[src/rtl/uart_phy_rxd_ex_if.sv]
// Received-frame stream between the UART receiver (master) and its sink (slave).
interface uart_phy_rxd_ex_if;
    logic       out_valid;
    logic       out_ready;
    logic [8:0] out_data;
    logic [3:0] out_error;

    modport master (
        output out_valid,
        output out_data,
        output out_error,
        input  out_ready
    );

    modport slave (
        input  out_valid,
        input  out_data,
        input  out_error,
        output out_ready
    );
endinterface

[src/rtl/uart_phy_rxd_ex.sv]
// UART receiver PHY: majority-voted sampling, parity/stop/break checks and a
// valid/ready output stage that accepts a new frame in the same cycle as a handoff.
module uart_phy_rxd_ex #(
    parameter int CLOCK_FREQUENCY = 50000000,
    parameter int UART_BAUDRATE   = 115200,
    parameter int DATA_BITS       = 8,
    parameter int PARITY          = 0,
    parameter int UART_STOPBIT    = 1
) (
    input  logic              clk,
    input  logic              reset,
    input  logic              clk_ena,
    input  logic              rxd,
    output logic              rts,
    uart_phy_rxd_ex_if.master stream
);

    localparam int          DIVNUM_I = ((CLOCK_FREQUENCY + UART_BAUDRATE / 2 - 1) / UART_BAUDRATE) - 1;
    localparam logic [15:0] DIVNUM   = 16'(DIVNUM_I);
    localparam logic [15:0] HALF     = 16'(DIVNUM_I / 2);
    localparam logic [3:0]  LAST_BIT = 4'(DATA_BITS - 1);

    typedef enum logic [2:0] {
        S_IDLE,
        S_START,
        S_DATA,
        S_PARITY,
        S_STOP,
        S_WAIT_IDLE
    } state_t;

    state_t      state_reg;
    logic [1:0]  sync_reg;
    logic [2:0]  hist_reg;
    logic [1:0]  prime_reg;
    logic        armed_reg;
    logic [15:0] divcount_reg;
    logic [3:0]  bitcnt_reg;
    logic        stopcnt_reg;
    logic [8:0]  data_reg;
    logic        par_bit_reg;
    logic        par_err_reg;
    logic        ferr_reg;
    logic        out_valid_reg;
    logic [8:0]  out_data_reg;
    logic [3:0]  out_error_reg;
    logic        rts_reg;

    logic rxd_s;
    logic sample;
    logic capture;
    logic accept;
    logic stop_ferr;
    logic last_stop;
    logic brk_now;
    logic complete;

    always_comb begin
        rxd_s     = sync_reg[1];
        sample    = (hist_reg[0] & hist_reg[1]) | (hist_reg[0] & hist_reg[2]) | (hist_reg[1] & hist_reg[2]);
        capture   = (divcount_reg == 16'd0);
        accept    = out_valid_reg && stream.out_ready;
        stop_ferr = ferr_reg | ~sample;
        last_stop = (UART_STOPBIT == 1) || stopcnt_reg;
        // A break ends at the first stop capture; a second stop bit is never waited for.
        brk_now   = (state_reg == S_STOP) && !stopcnt_reg && !sample && (data_reg == 9'd0)
                    && ((PARITY == 0) || !par_bit_reg);
        complete  = (state_reg == S_STOP) && capture && (brk_now || last_stop);
    end

    always_ff @(posedge clk) begin
        if (reset) begin
            state_reg     <= S_IDLE;
            sync_reg      <= 2'b11;
            hist_reg      <= 3'b111;
            prime_reg     <= 2'b00;
            armed_reg     <= 1'b0;
            divcount_reg  <= 16'd0;
            bitcnt_reg    <= 4'd0;
            stopcnt_reg   <= 1'b0;
            data_reg      <= 9'd0;
            par_bit_reg   <= 1'b0;
            par_err_reg   <= 1'b0;
            ferr_reg      <= 1'b0;
            out_valid_reg <= 1'b0;
            out_data_reg  <= 9'd0;
            out_error_reg <= 4'd0;
            rts_reg       <= 1'b0;
        end else if (clk_ena) begin
            sync_reg  <= {sync_reg[0], rxd};
            hist_reg  <= {hist_reg[1:0], rxd_s};
            // The reset-value 1s in the synchroniser are not a real idle line;
            // starts are armed only once a genuine high has come through.
            prime_reg <= {prime_reg[0], 1'b1};
            if (prime_reg[1] && rxd_s) begin
                armed_reg <= 1'b1;
            end
            rts_reg <= !(out_valid_reg && !stream.out_ready);

            if (state_reg != S_IDLE && state_reg != S_WAIT_IDLE) begin
                divcount_reg <= capture ? DIVNUM : divcount_reg - 16'd1;
            end

            case (state_reg)
                S_IDLE: begin
                    if (armed_reg && hist_reg[0] && !rxd_s) begin
                        divcount_reg <= HALF;
                        state_reg    <= S_START;
                    end
                end
                S_START: begin
                    if (capture) begin
                        if (sample) begin
                            state_reg <= S_IDLE;
                        end else begin
                            state_reg   <= S_DATA;
                            bitcnt_reg  <= 4'd0;
                            stopcnt_reg <= 1'b0;
                            data_reg    <= 9'd0;
                            par_bit_reg <= 1'b0;
                            par_err_reg <= 1'b0;
                            ferr_reg    <= 1'b0;
                        end
                    end
                end
                S_DATA: begin
                    if (capture) begin
                        data_reg[bitcnt_reg] <= sample;
                        bitcnt_reg           <= bitcnt_reg + 4'd1;
                        if (bitcnt_reg == LAST_BIT) begin
                            state_reg <= (PARITY != 0) ? S_PARITY : S_STOP;
                        end
                    end
                end
                S_PARITY: begin
                    if (capture) begin
                        par_bit_reg <= sample;
                        par_err_reg <= (^data_reg ^ sample) != (PARITY == 1);
                        state_reg   <= S_STOP;
                    end
                end
                S_STOP: begin
                    if (capture) begin
                        if (complete) begin
                            state_reg <= brk_now ? S_WAIT_IDLE : S_IDLE;
                        end else begin
                            stopcnt_reg <= 1'b1;
                            ferr_reg    <= stop_ferr;
                        end
                    end
                end
                S_WAIT_IDLE: begin
                    if (rxd_s) begin
                        state_reg <= S_IDLE;
                    end
                end
                default: state_reg <= S_IDLE;
            endcase

            // A completion always wins the slot; overflow is flagged only if the
            // previous frame was still pending and not taken this cycle.
            if (complete) begin
                out_valid_reg <= 1'b1;
                out_data_reg  <= brk_now ? 9'd0 : data_reg;
                out_error_reg <= {brk_now, par_err_reg && !brk_now, stop_ferr, out_valid_reg && !accept};
            end else if (accept) begin
                out_valid_reg    <= 1'b0;
                out_error_reg[0] <= 1'b0;
            end
        end
    end

    assign stream.out_valid = out_valid_reg;
    assign stream.out_data  = out_data_reg;
    assign stream.out_error = out_error_reg;
    assign rts              = rts_reg;

endmodule

[src/flat_wrapper.sv]
// flat-port wrapper written by rule: the top's interface ports become plain ports
module uart_phy_rxd_ex_flat 
#(
    parameter int CLOCK_FREQUENCY = 50000000,
    parameter int UART_BAUDRATE   = 115200,
    parameter int DATA_BITS       = 8,
    parameter int PARITY          = 0,
    parameter int UART_STOPBIT    = 1
)
  (clk, reset, clk_ena, rxd, rts, stream_out_valid, stream_out_data, stream_out_error, stream_out_ready);
  uart_phy_rxd_ex_if stream_i ();
  input  logic clk;
  input  logic reset;
  input  logic clk_ena;
  input  logic rxd;
  output logic rts;
  output wire logic [$bits(stream_i.out_valid)-1:0] stream_out_valid;
  output wire logic [$bits(stream_i.out_data)-1:0] stream_out_data;
  output wire logic [$bits(stream_i.out_error)-1:0] stream_out_error;
  input wire logic [$bits(stream_i.out_ready)-1:0] stream_out_ready;
  assign stream_out_valid = stream_i.out_valid;
  assign stream_out_data = stream_i.out_data;
  assign stream_out_error = stream_i.out_error;
  assign stream_i.out_ready = stream_out_ready;
  uart_phy_rxd_ex #(.CLOCK_FREQUENCY(CLOCK_FREQUENCY), .UART_BAUDRATE(UART_BAUDRATE), .DATA_BITS(DATA_BITS), .PARITY(PARITY), .UART_STOPBIT(UART_STOPBIT)) u_core (.clk(clk), .reset(reset), .clk_ena(clk_ena), .rxd(rxd), .rts(rts), .stream(stream_i));
endmodule
[config.mk]
export PLATFORM = sky130hd
export DESIGN_NAME = uart_phy_rxd_ex_flat
export DESIGN_NICKNAME = d
export VERILOG_FILES = /design/src/rtl/uart_phy_rxd_ex_if.sv /design/src/rtl/uart_phy_rxd_ex.sv /design/src/flat_wrapper.sv
export SDC_FILE = /design/constraint.sdc
export NUM_CORES = 1
export LEC_CHECK = 0
export CORE_ASPECT_RATIO = 1.75
export CORE_MARGIN = 5
export CORE_UTILIZATION = 53
export CTS_CLUSTER_SIZE = 24
export DETAILED_ROUTE_END_ITERATION = 7
export GPL_TIMING_DRIVEN = 0
export PLACE_DENSITY = 0.76
export SYNTH_ARGS = -nofsm -noshare
export SYNTH_HDL_FRONTEND = slang
export SYNTH_SLANG_ARGS = --single-unit
[constraint.sdc]
create_clock -name clk -period 2.21 [get_ports clk]
set_input_delay 0.3315 -clock clk [delete_from_list [all_inputs] [get_ports clk]]
set_output_delay 0.3315 -clock clk [all_outputs]
set_load 0.02 [all_outputs]
==> summary.txt <==
status: finished, final reports clean
Comb pwr share: 4.5%
FFs w/ async S/R, synth: 0%
P_int: 1.76 mW
vias: 2769
Routed Antenna Nets: 0
clk slew on worst S/H paths: 0.07 ns
Die Y: 110 µm
clock share of power: 49.0%
Synth Flop Type: dfxtp_1
placed instance count: 459
Max FO, Critical Path: 8
actual slew at the worst max-slew pin: 0.704 ns
number of global-route vias before repair: 2832
DR iter-0 viols: 175
Die Wd: 67.2 µm
total power: 2.28 mW
sequential power share: 46.5%
WP data required: 2.50 ns
Antenna Diode Count: 0
die area: 7390 µm²
Placer Congestion: 0.913
post-synthesis register bit count: 58
initial antenna violation count: 0
most frequent cells in the layout: dfxtp_1 (54), nand2_1 (39), nor2_1 (33)
Syn-to-layout area delta: 21.6%
CTS tree: built
Initial Utilization: 54.3%
final hold vios: 0
RSZ-0062 raised after global routing: yes
Yosys Warn Count: 0
Worst-Skew Late Latency: 0.35 ns
root buf cell: clkbuf_8
Slew HR: 52.8%
total congestion overflow: 0
CTS Buf Count: 9
number of flops mapped to enable cells by yosys: 0
Worst Hold Class: in2reg
period utilization: 98.5%
IO Pins: 20
kind of critical path: reg2reg
synthesized net count: 380
Crit. End Element: flip-flop
commonest non-fill, non-tap cell in the layout: dfxtp_1
Max clock buf depth: 2
H-tree levels: 3
Post-Syn Area per Cell: 8.30 µm²
Overall Global Routing Usage: 23.0%
PD cells: 618 nW/µm²
Seq/Total Area, Yosys: 38.3%
mapped cell area: 3030 µm²
Yosys cell types: 60
Pleak: 1.34 nW
Max Slew Vio Count: 0
Setup Slack @ Placement: -0.210 ns
ranking of synthesized cells by area: dfxtp_1 (38%), a21oi_1 (5.3%), nand2_1 (4.8%)
non-filler cells, final: 482
Worst Path Arrival: 2.47 ns
post-synth top area share: 38.3%
share of layout cells above drive strength 1: 16.7%
Final WS setup: 0.0331 ns
min Tclk post-route: 2.18 ns
fillers: 499
first-pass GRT wire length: 13.0 mm
port buffer count: 18
Avg WL per Cell: 15.9 µm
Peak Freq: 0.459 GHz
DRC errors left: 0
switch share: 22.8%
hpwl dp: 5.62 mm
Mapped Cells: 365
area leader, netlist: dfxtp_1
Psw: 0.519 mW
core area: 5590 µm²
largest net degree at the start of global routing: 12
Sink Count: 58
MaxCap Viol Count: 0
Largest register FFs: 16
Final Routed Wirelength: 7.65 mm
TritonRoute pass-1 iters: 4
Final Skew: 0.00826 ns
vias per std cell: 5.74
Layout Nets: 416
Rows: 36
CP Launch Type: flip-flop
# setup viols final: 0
maximum VDD drop: 0.460 mV
CTS Hold Bufs: 0
==> cells by family after synthesis <==
logic type                 Yosys count  synth area share [%]
AOI/OAI and AO/OA                   87                  19.6
xor gates and xnor gates            16                  4.62
adders and majority gates           11                  4.46
buffers and inverters               37                  5.45
DFF                                 58                  38.3
muxes                                6                  1.98
and+or+nand+nor                    150                  25.6
==> routing by layer <==
| metal | up-vias | routed length [µm] | GRT usage (%) | share of wire (%) |
|---|---|---|---|---|
| met3 | 24 | 237 | 4.67 | 3.1 |
| met5 | - | 0 | 0 | 0 |
| met1 | 1306 | 2860 | 22.4 | 37 |
| met4 | 0 | 329 | 13.4 | 4.3 |
| met2 | 60 | 4230 | 43.1 | 55 |
| li1 | 1379 | - | - | - |
==> worst max-delay path: stages, from the launching register on <==
cell     delay, ns
dfxtp_2       0.35
or4_4         0.57
nor4_4        0.35
nand3_2       0.17
buf_6         0.17
or3_1         0.36
a21oi_2       0.13
==> area by class of cell <==
type,instances,area [µm²],area share [%]
timing repair buffer,27,248,6.72
multi-input combinational,270,1780,48.4
sequential,58,1170,31.6
clock buffer,10,138,3.74
clock inverter,6,88.8,2.41
buffer,18,104,2.82
tap,76,95.1,2.58
inverter,17,63.8,1.73
==> cells in the mapped netlist, types with 2 or more instances <==
master / count
dfxtp_1: 58
nand2_1: 39
nor2_1: 33
a21oi_1: 32
nand3_1: 20
inv_1: 16
xnor2_1: 11
clkbuf_1: 10
ha_1: 10
nor3_1: 9
o21ai_0: 8
o211ai_1: 7
or3_1: 7
mux2i_1: 6
nand2b_1: 6
nor4_1: 6
or4_1: 5
xor2_1: 5
a211oi_1: 4
a21o_1: 4
o21ai_1: 4
a311oi_1: 3
and3_1: 3
buf_1: 3
buf_2: 3
o2111ai_1: 3
or2_2: 3
a211oi_2: 2
a21oi_2: 2
a31oi_1: 2
a41o_1: 2
and2_1: 2
buf_4: 2
buf_6: 2
nand3b_1: 2
nand4_1: 2
nor2b_1: 2
nor3b_1: 2
o21a_1: 2
o221a_2: 2
o31ai_1: 2
==> stage by stage <==
step / utilization (%) / TNS [ns] / hold slack (ns) / area [µm²]
5_1_grt: 66.0 / -0.0919 / 0.473 / 3680
6_report: 66.0 / 0 / 0.422 / 3680
4_1_cts: 64.6 / 0 / 0.420 / 3610
3_3_place_gp: 59.2 / -3.77 / 0.419 / 3310
2_1_floorplan: - / 0 / 0.408 / 3030
3_5_place_dp: 59.2 / -5.10 / 0.431 / 3310
==> repair_timing <==
item / CTS / global route
endpoints found under the hold margin: 0 / 0
pin swaps: 4 / 6
endpoints found under the setup margin: 39 / 33
setup buffers: 7 / 2
resized for setup: 10 / 18
==> final timing paths <==
| path | to | start | cells after the start | slack, ns |
|---|---|---|---|---|
| worst min-delay path | u_core.rts$_SDFFE_PP0P_ | clk_ena | 4 | 0.42 |
| worst max register to register | u_core.data_reg[4]$_SDFFE_PP0P_ | u_core.divcount_reg[3]$_SDFFE_PP0P_ | 6 | 0.03 |
| worst max-delay path | u_core.data_reg[4]$_SDFFE_PP0P_ | u_core.divcount_reg[3]$_SDFFE_PP0P_ | 6 | 0.03 |
| worst min register to register | u_core.ferr_reg$_SDFFE_PP0P_ | u_core.ferr_reg$_SDFFE_PP0P_ | 2 | 0.45 |
==> power by group through the flow <==
stage	clock network, mW	registers, mW	logic [mW]
final	1.12	1.06	0.102
after global routing	1.17	1.06	0.111
after CTS	1.13	1.06	0.0993
after detailed placement	0	1.08	0.0938
after global placement	0	1.08	0.0918
after floorplan	0	1.08	0.0613
(Power assumes the default switching activity.)
